$ cat src/rtl/mux_arb_pkg.sv
// mux_arb_pkg: state encoding and mux select constants for mux_channel_arbiter
package mux_arb_pkg;
   typedef enum logic [1:0] {
      ARB_IDLE   = 2'd0,
      ARB_GRANT0 = 2'd1,
      ARB_GRANT1 = 2'd2
   } arb_state_t;
   localparam logic SEL_CH0 = 1'b0;
   localparam logic SEL_CH1 = 1'b1;
endpackage

$ cat src/rtl/mux2_data_path.sv
// mux2_data_path: pure 2:1 select of data/valid/last
// ports: sel picks channel (0/1); data0/1, valid0/1, last0/1 in; data, valid, last out
module mux2_data_path #(
   parameter int WIDTH = 8
) (
   input  logic             sel,
   input  logic [WIDTH-1:0] data0,
   input  logic [WIDTH-1:0] data1,
   input  logic             valid0,
   input  logic             valid1,
   input  logic             last0,
   input  logic             last1,
   output logic [WIDTH-1:0] data,
   output logic             valid,
   output logic             last
);
   always_comb begin
      data  = sel ? data1 : data0;
      valid = sel ? valid1 : valid0;
      last  = sel ? last1 : last0;
   end
endmodule

$ cat src/rtl/mux_channel_arbiter.sv
// mux_channel_arbiter: two-requester round-robin arbiter over a shared 2:1 mux channel
// ports: clk, rst (async high); data/valid/last 0/1 in, ready0/1 out;
//        out_data/out_valid/out_last out, out_ready in; sel, busy out
module mux_channel_arbiter
   import mux_arb_pkg::*;
#(
   parameter int WIDTH     = 8,
   parameter int MAX_BURST = 4
) (
   input  logic             clk,
   input  logic             rst,
   input  logic [WIDTH-1:0] data0,
   input  logic [WIDTH-1:0] data1,
   input  logic             valid0,
   input  logic             valid1,
   input  logic             last0,
   input  logic             last1,
   output logic             ready0,
   output logic             ready1,
   output logic [WIDTH-1:0] out_data,
   output logic             out_valid,
   output logic             out_last,
   input  logic             out_ready,
   output logic             sel,
   output logic             busy
);
   localparam int CW = $clog2(MAX_BURST + 1);
   arb_state_t state, state_nx;
   logic prio, prio_nx, sel_q, sel_nx, pick, hs, rel, m_valid, m_last;
   logic [CW-1:0] cnt, cnt_nx;
   mux2_data_path #(.WIDTH(WIDTH)) u_dp (
      .sel(sel_q), .data0(data0), .data1(data1), .valid0(valid0), .valid1(valid1),
      .last0(last0), .last1(last1), .data(out_data), .valid(m_valid), .last(m_last)
   );
   always_comb begin
      pick      = (valid0 & valid1) ? prio : (valid1 ? SEL_CH1 : SEL_CH0);
      busy      = state != ARB_IDLE;
      sel       = sel_q;
      out_valid = busy & m_valid;
      out_last  = out_valid & (m_last | (cnt == CW'(MAX_BURST - 1)));
      ready0    = (state == ARB_GRANT0) & out_ready;
      ready1    = (state == ARB_GRANT1) & out_ready;
      hs        = out_valid & out_ready;
      rel       = hs & out_last;
      state_nx  = !busy ? ((valid0 | valid1) ? (pick == SEL_CH1 ? ARB_GRANT1 : ARB_GRANT0) : ARB_IDLE)
                        : (rel ? ARB_IDLE : state);
      sel_nx    = (!busy && (valid0 | valid1)) ? pick : sel_q;
      // the released requester loses the next tie
      prio_nx   = rel ? ~sel_q : prio;
      cnt_nx    = (!busy || rel) ? '0 : (hs ? cnt + 1'b1 : cnt);
   end
   always_ff @(posedge clk or posedge rst) begin
      if (rst) begin
         state <= ARB_IDLE;
         prio  <= SEL_CH0;
         sel_q <= SEL_CH0;
         cnt   <= '0;
      end else begin
         state <= state_nx;
         prio  <= prio_nx;
         sel_q <= sel_nx;
         cnt   <= cnt_nx;
      end
   end
endmodule

$ cat config.mk
export PLATFORM = sky130hd
export DESIGN_NAME = mux_channel_arbiter
export DESIGN_NICKNAME = d
export VERILOG_FILES = /design/src/rtl/mux_arb_pkg.sv /design/src/rtl/mux2_data_path.sv /design/src/rtl/mux_channel_arbiter.sv
export SDC_FILE = /design/constraint.sdc
export NUM_CORES = 1
export LEC_CHECK = 0
export ABC_AREA = 0
export CAP_MARGIN = 15
export CORE_UTILIZATION = 29
export DETAILED_ROUTE_END_ITERATION = 8
export PLACE_DENSITY = 0.75
export SETUP_SLACK_MARGIN = 0.3
export SLEW_MARGIN = 20
export SYNTH_ARGS = -nofsm -noshare
export SYNTH_HDL_FRONTEND = slang
export SYNTH_SLANG_ARGS = --single-unit
$ cat constraint.sdc
create_clock -name clk -period 1.8 [get_ports clk]
set_clock_uncertainty 0.15 [all_clocks]
set_input_delay 0.36 -clock clk [delete_from_list [all_inputs] [get_ports clk]]
set_output_delay 0.36 -clock clk [all_outputs]
set_load 0.02 [all_outputs]
# Word-level counts from Yosys, hierarchy flattened
# Index checks and enable logic that the tools add are counted.
# op_classes
addsub,1
eq_ne,4
n_mux,11
bitwise_logic,10
reduce_logical,5
# ops
operator,n
$mux 2,4
$mux 8,1
$and 1x1->1,7
$mux 3,2
$mux 1,4
$reduce_bool 2->1,2
$add 3x1->3 const B,1
$eq 3x2->1 const B,1
$eq 2x1->1 const B,1
$eq 2x2->1 const B,1
$ne 2x1->1 const B,1
$or 1x1->1,2
$logic_and 1x1->1,1
$logic_not 1->1,1
$logic_or 1x1->1,1
$not 1->1,1
# word_totals
reg_bits,7
inputBits,23
out_inout_bits,14
wordCells,35

# Depth between registers and ports, before layout
# depth
word_depth,6
depth_mapped,5
depth_no_buf,5

# Hierarchy
# A second synthesis with hierarchy kept.
# unflattened
hier_cells,52
hier_area_um2,565.5
# by_module_without_submodules
mod,n_inst,cells_each,area_each_um2,seq_area_each_um2
mux_channel_arbiter,1,41,404.1,175.2
mux2_data_path,1,11,161.4,0.0

# Worst setup path before layout
# Ideal clock, no wire load.
# synth_path
path_kind,reg-to-output
from,register sel_q (netlist: sel)
to,output out_data[0]
arrival_time_ns,1.273
t_required_ns,1.290
setup_slack_ns,0.017
path_stages_with_launch,3
n_path_buf,1
path_cell_list,dfrtp_1 buf_1 mux2_2
# synth_via
elab_chain_len,1
# synth_rtl
item,line,rtl
"start, declared",mux_channel_arbiter.sv:29,"logic prio, prio_nx, sel_q, sel_nx, pick, hs, rel, m_valid, m_last;"
"start signal, assigned",mux_channel_arbiter.sv:61,sel_q <= sel_nx;
$mux 8,mux2_data_path.sv:18,data = sel ? data1 : data0;
"end, declared",mux_channel_arbiter.sv:20,"output logic [WIDTH-1:0] out_data,"
# Every way passes these cells.

# Final worst setup path
# layout_path
from,input valid0
to,register cnt[2]
# layout_via
elab_chain_len,6
# layout_rtl
item,line,rtl
"start, declared",mux_channel_arbiter.sv:14,"input logic valid0,"
$mux 1 *,mux2_data_path.sv:19,valid = sel ? valid1 : valid0;
$and 1x1->1 *,mux_channel_arbiter.sv:39,out_valid = busy & m_valid;
"$and 1x1->1, on equally long branches","mux_channel_arbiter.sv:43, mux_channel_arbiter.sv:40",
$and 1x1->1,mux_channel_arbiter.sv:44,rel = hs & out_last;
$logic_or 1x1->1,mux_channel_arbiter.sv:50,cnt_nx = (!busy || rel) ? '0 : (hs ? cnt + 1'b1 : cnt);
$mux 3 or $reduce_bool 2->1 (tied branches),n/a,
"end signal, assigned",mux_channel_arbiter.sv:62,cnt <= cnt_nx;
"end, declared",mux_channel_arbiter.sv:30,"logic [CW-1:0] cnt, cnt_nx;"
# Every way passes the cells marked *; elsewhere a longest branch is shown, timed or not.
# A chain may end at the register's enable or synchronous reset.

==> metrics.txt <==
status complete, but fails checks; violated checks negative setup slack; DRT iter0 DRCs 4; cts bufs inserted 3; CTS max path bufs 2; Synth area leader dfrtp_1; critical path peak fanout 3; DR WL/cell 13.2 µm; Tot Pwr 1.49 mW; synthesis-to-finish area growth 117%; Worst VDD drop 0.000694 V; highest clock rate 528 MHz; M1 WL 563 µm; total gr overflow 0; ANT cells 0; WP data required 1.79 ns; Highest Signal Layer met4; Routability Congestion 0.716; Post-Place Cells 114; Core Rows 14; pwr dens 1410 nW/µm²; Rel. slew slack 80.2%; Synth cell types 19; largest net degree at the start of global routing 8; Std-Cell Core Area 1540 µm²; die height 43.0 µm; post-DP HPWL 1210 µm; CTS H-tree depth 1; number of flops mapped to enable cells by yosys 0; Leak Pwr 0.481 nW; worst slew pin tran 0.292 ns; number of synthesized register bits 7; Final ANT Viol Nets 0; I/O pin total 37; Hold WC Path Type input port to asynchronous set/reset pin; final number of setup-violating endpoints 9; Final WS setup -0.0932 ns; ys async rst share 100%; vias per cell 5.10; fill count 126; top_reg_cell synth dfrtp_1; GRT Overall Usage 17.3%; post-synthesis sequential area ratio 35.9%; syn_area_per_cell 9.96 µm²; die area 1850 µm²; DR pass1 iterations 2; Non-Filler Instances 122; Clock transition at path regs 0.05 ns; Setup crit end kind flop; share of the synthesized area in the top cell type 35.9%; Setup CP Type input port to flop; most frequent cells after synthesis mux2_2 (8), dfrtp_1 (7), nand2_1 (6), inv_1 (5), nor2_1 (4); Synth area leaders dfrtp_1 (36%), mux2_2 (18%), mux2i_1 (6.2%); Post-Syn Nets 74; Final min period 1.89 ns; CTS tree done; final slew viol count 0; RSZ-0062 raised after global routing true; number of global-route vias before repair 629; Nets 132; chip width 43.0 µm; type of element launching the critical path input port; met3 WL 128 µm; most frequent cell after synthesis mux2_2; warnings from Yosys 0; routed vias 622; Post-Route WL 1610 µm; PortBufs 36; share of layout cells above drive strength 1 53.8%; first-pass GRT wire length 2370 µm; Syn Inst Count 49; initial antenna violation count 0; Mapped Area 488 µm²; CTS Sinks 7; Worst-Skew Late Latency 0.24 ns; DRC viols 0; Hold-fix buffers, CTS 0; Hold Violations, Final 0; DR WL met2 899 µm; Worst EP arrival 1.89 ns; # Max-Cap Violations 0; Starting Density 31.7%; Clk Tree Root Cell clkbuf_4; final clock period utilization by the worst path 105%
==> final cells by class <==
cell class	count	area, µm²	share of cell area, %
clock buffer	4	26.3	2.48
inverter	5	21.3	2.01
tap	16	20.0	1.89
sequential	7	176	16.7
multi-input combinational	36	355	33.6
timing repair buffer	54	459	43.4
==> layer usage <==
layer	up-vias	track usage [%]
li1	294	-
met1	290	16.5
met2	36	35.2
met3	2	4.26
met4	0	5.45
met5	-	0
==> sequential cells by signal (all words and copies together) (netlist names) <==
signal	flops
sel	1
cnt	3
state	2
prio	1
==> placed cells by master (no fill, tap or decap), drive strengths merged <==
master         count
mux2i              3
a32o               1
a211oi             1
clkdlybuf4s50     20
or4b               1
buf               32
and3b              1
nor2               4
o22ai              2
mux2               8
o32ai              1
ha                 2
a211o              1
inv                5
a31oi              1
a22o               1
clkbuf             4
dlygate4sd2        2
dfrtp              7
o21ai              1
a21oi              2
nand2              6
==> metrics by stage <==
stage | area, µm² | hold slack (ns) | setup TNS (ns) | util [%] | worst slack, ns
4_1_cts | 1020 | 0.205 | -0.252 | 66.2 | -0.0813
6_report | 1060 | 0.201 | -0.280 | 68.7 | -0.0932
3_5_place_dp | 985 | 0.399 | -5.13 | 63.9 | -0.488
2_1_floorplan | 504 | 0.0133 | 0 | - | 0.163
5_1_grt | 1060 | 0.219 | -0.893 | 68.7 | -0.159
3_3_place_gp | 985 | 0.383 | -4.72 | 63.9 | -0.453
==> worst max-delay path, cell delays in order <==
cell	delay, ns
clkdlybuf4s50_1	0.49
mux2i_2	0.11
buf_4	0.16
or4b_4	0.54
o32ai_2	0.22
==> repair_timing <==
action / 4_1_cts / 5_1_grt
gates resized for setup: 74 / 9
pin swaps: 7 / 0
endpoints found under the setup margin: 20 / 20
buffers inserted: 4 / 0
gates cloned: 0 / 0
==> report_power, final <==
part / switching [mW] / internal (mW) / total [mW] / leakage, nW
clock network: 0.0528 / 0.0843 / 0.137 / 0.0150
logic: 0.494 / 0.568 / 1.06 / 0.380
registers: 0.0679 / 0.220 / 0.288 / 0.0862
total: 0.615 / 0.873 / 1.49 / 0.481
==> logic make-up after synthesis <==
family | Yosys count | share of synthesized area (%)
flops | 7 | 35.9
buf+inv | 6 | 4.62
fa+ha+maj | 2 | 5.13
simple gates | 12 | 12.3
compound gates | 11 | 17.4
mux | 11 | 24.6
==> final timing paths <==
path	from	endpoint	slack, ns	cells after the start
min	rst	state[0]	0.20	2
min in group clk	prio	prio	0.41	2
max reg2reg	sel	cnt[2]	-0.05	5
min reg2reg	prio	prio	0.41	2
max in group asynchronous	rst	sel	1.08	2
max	valid0	cnt[2]	-0.09	5
(Power assumes the default switching activity.)
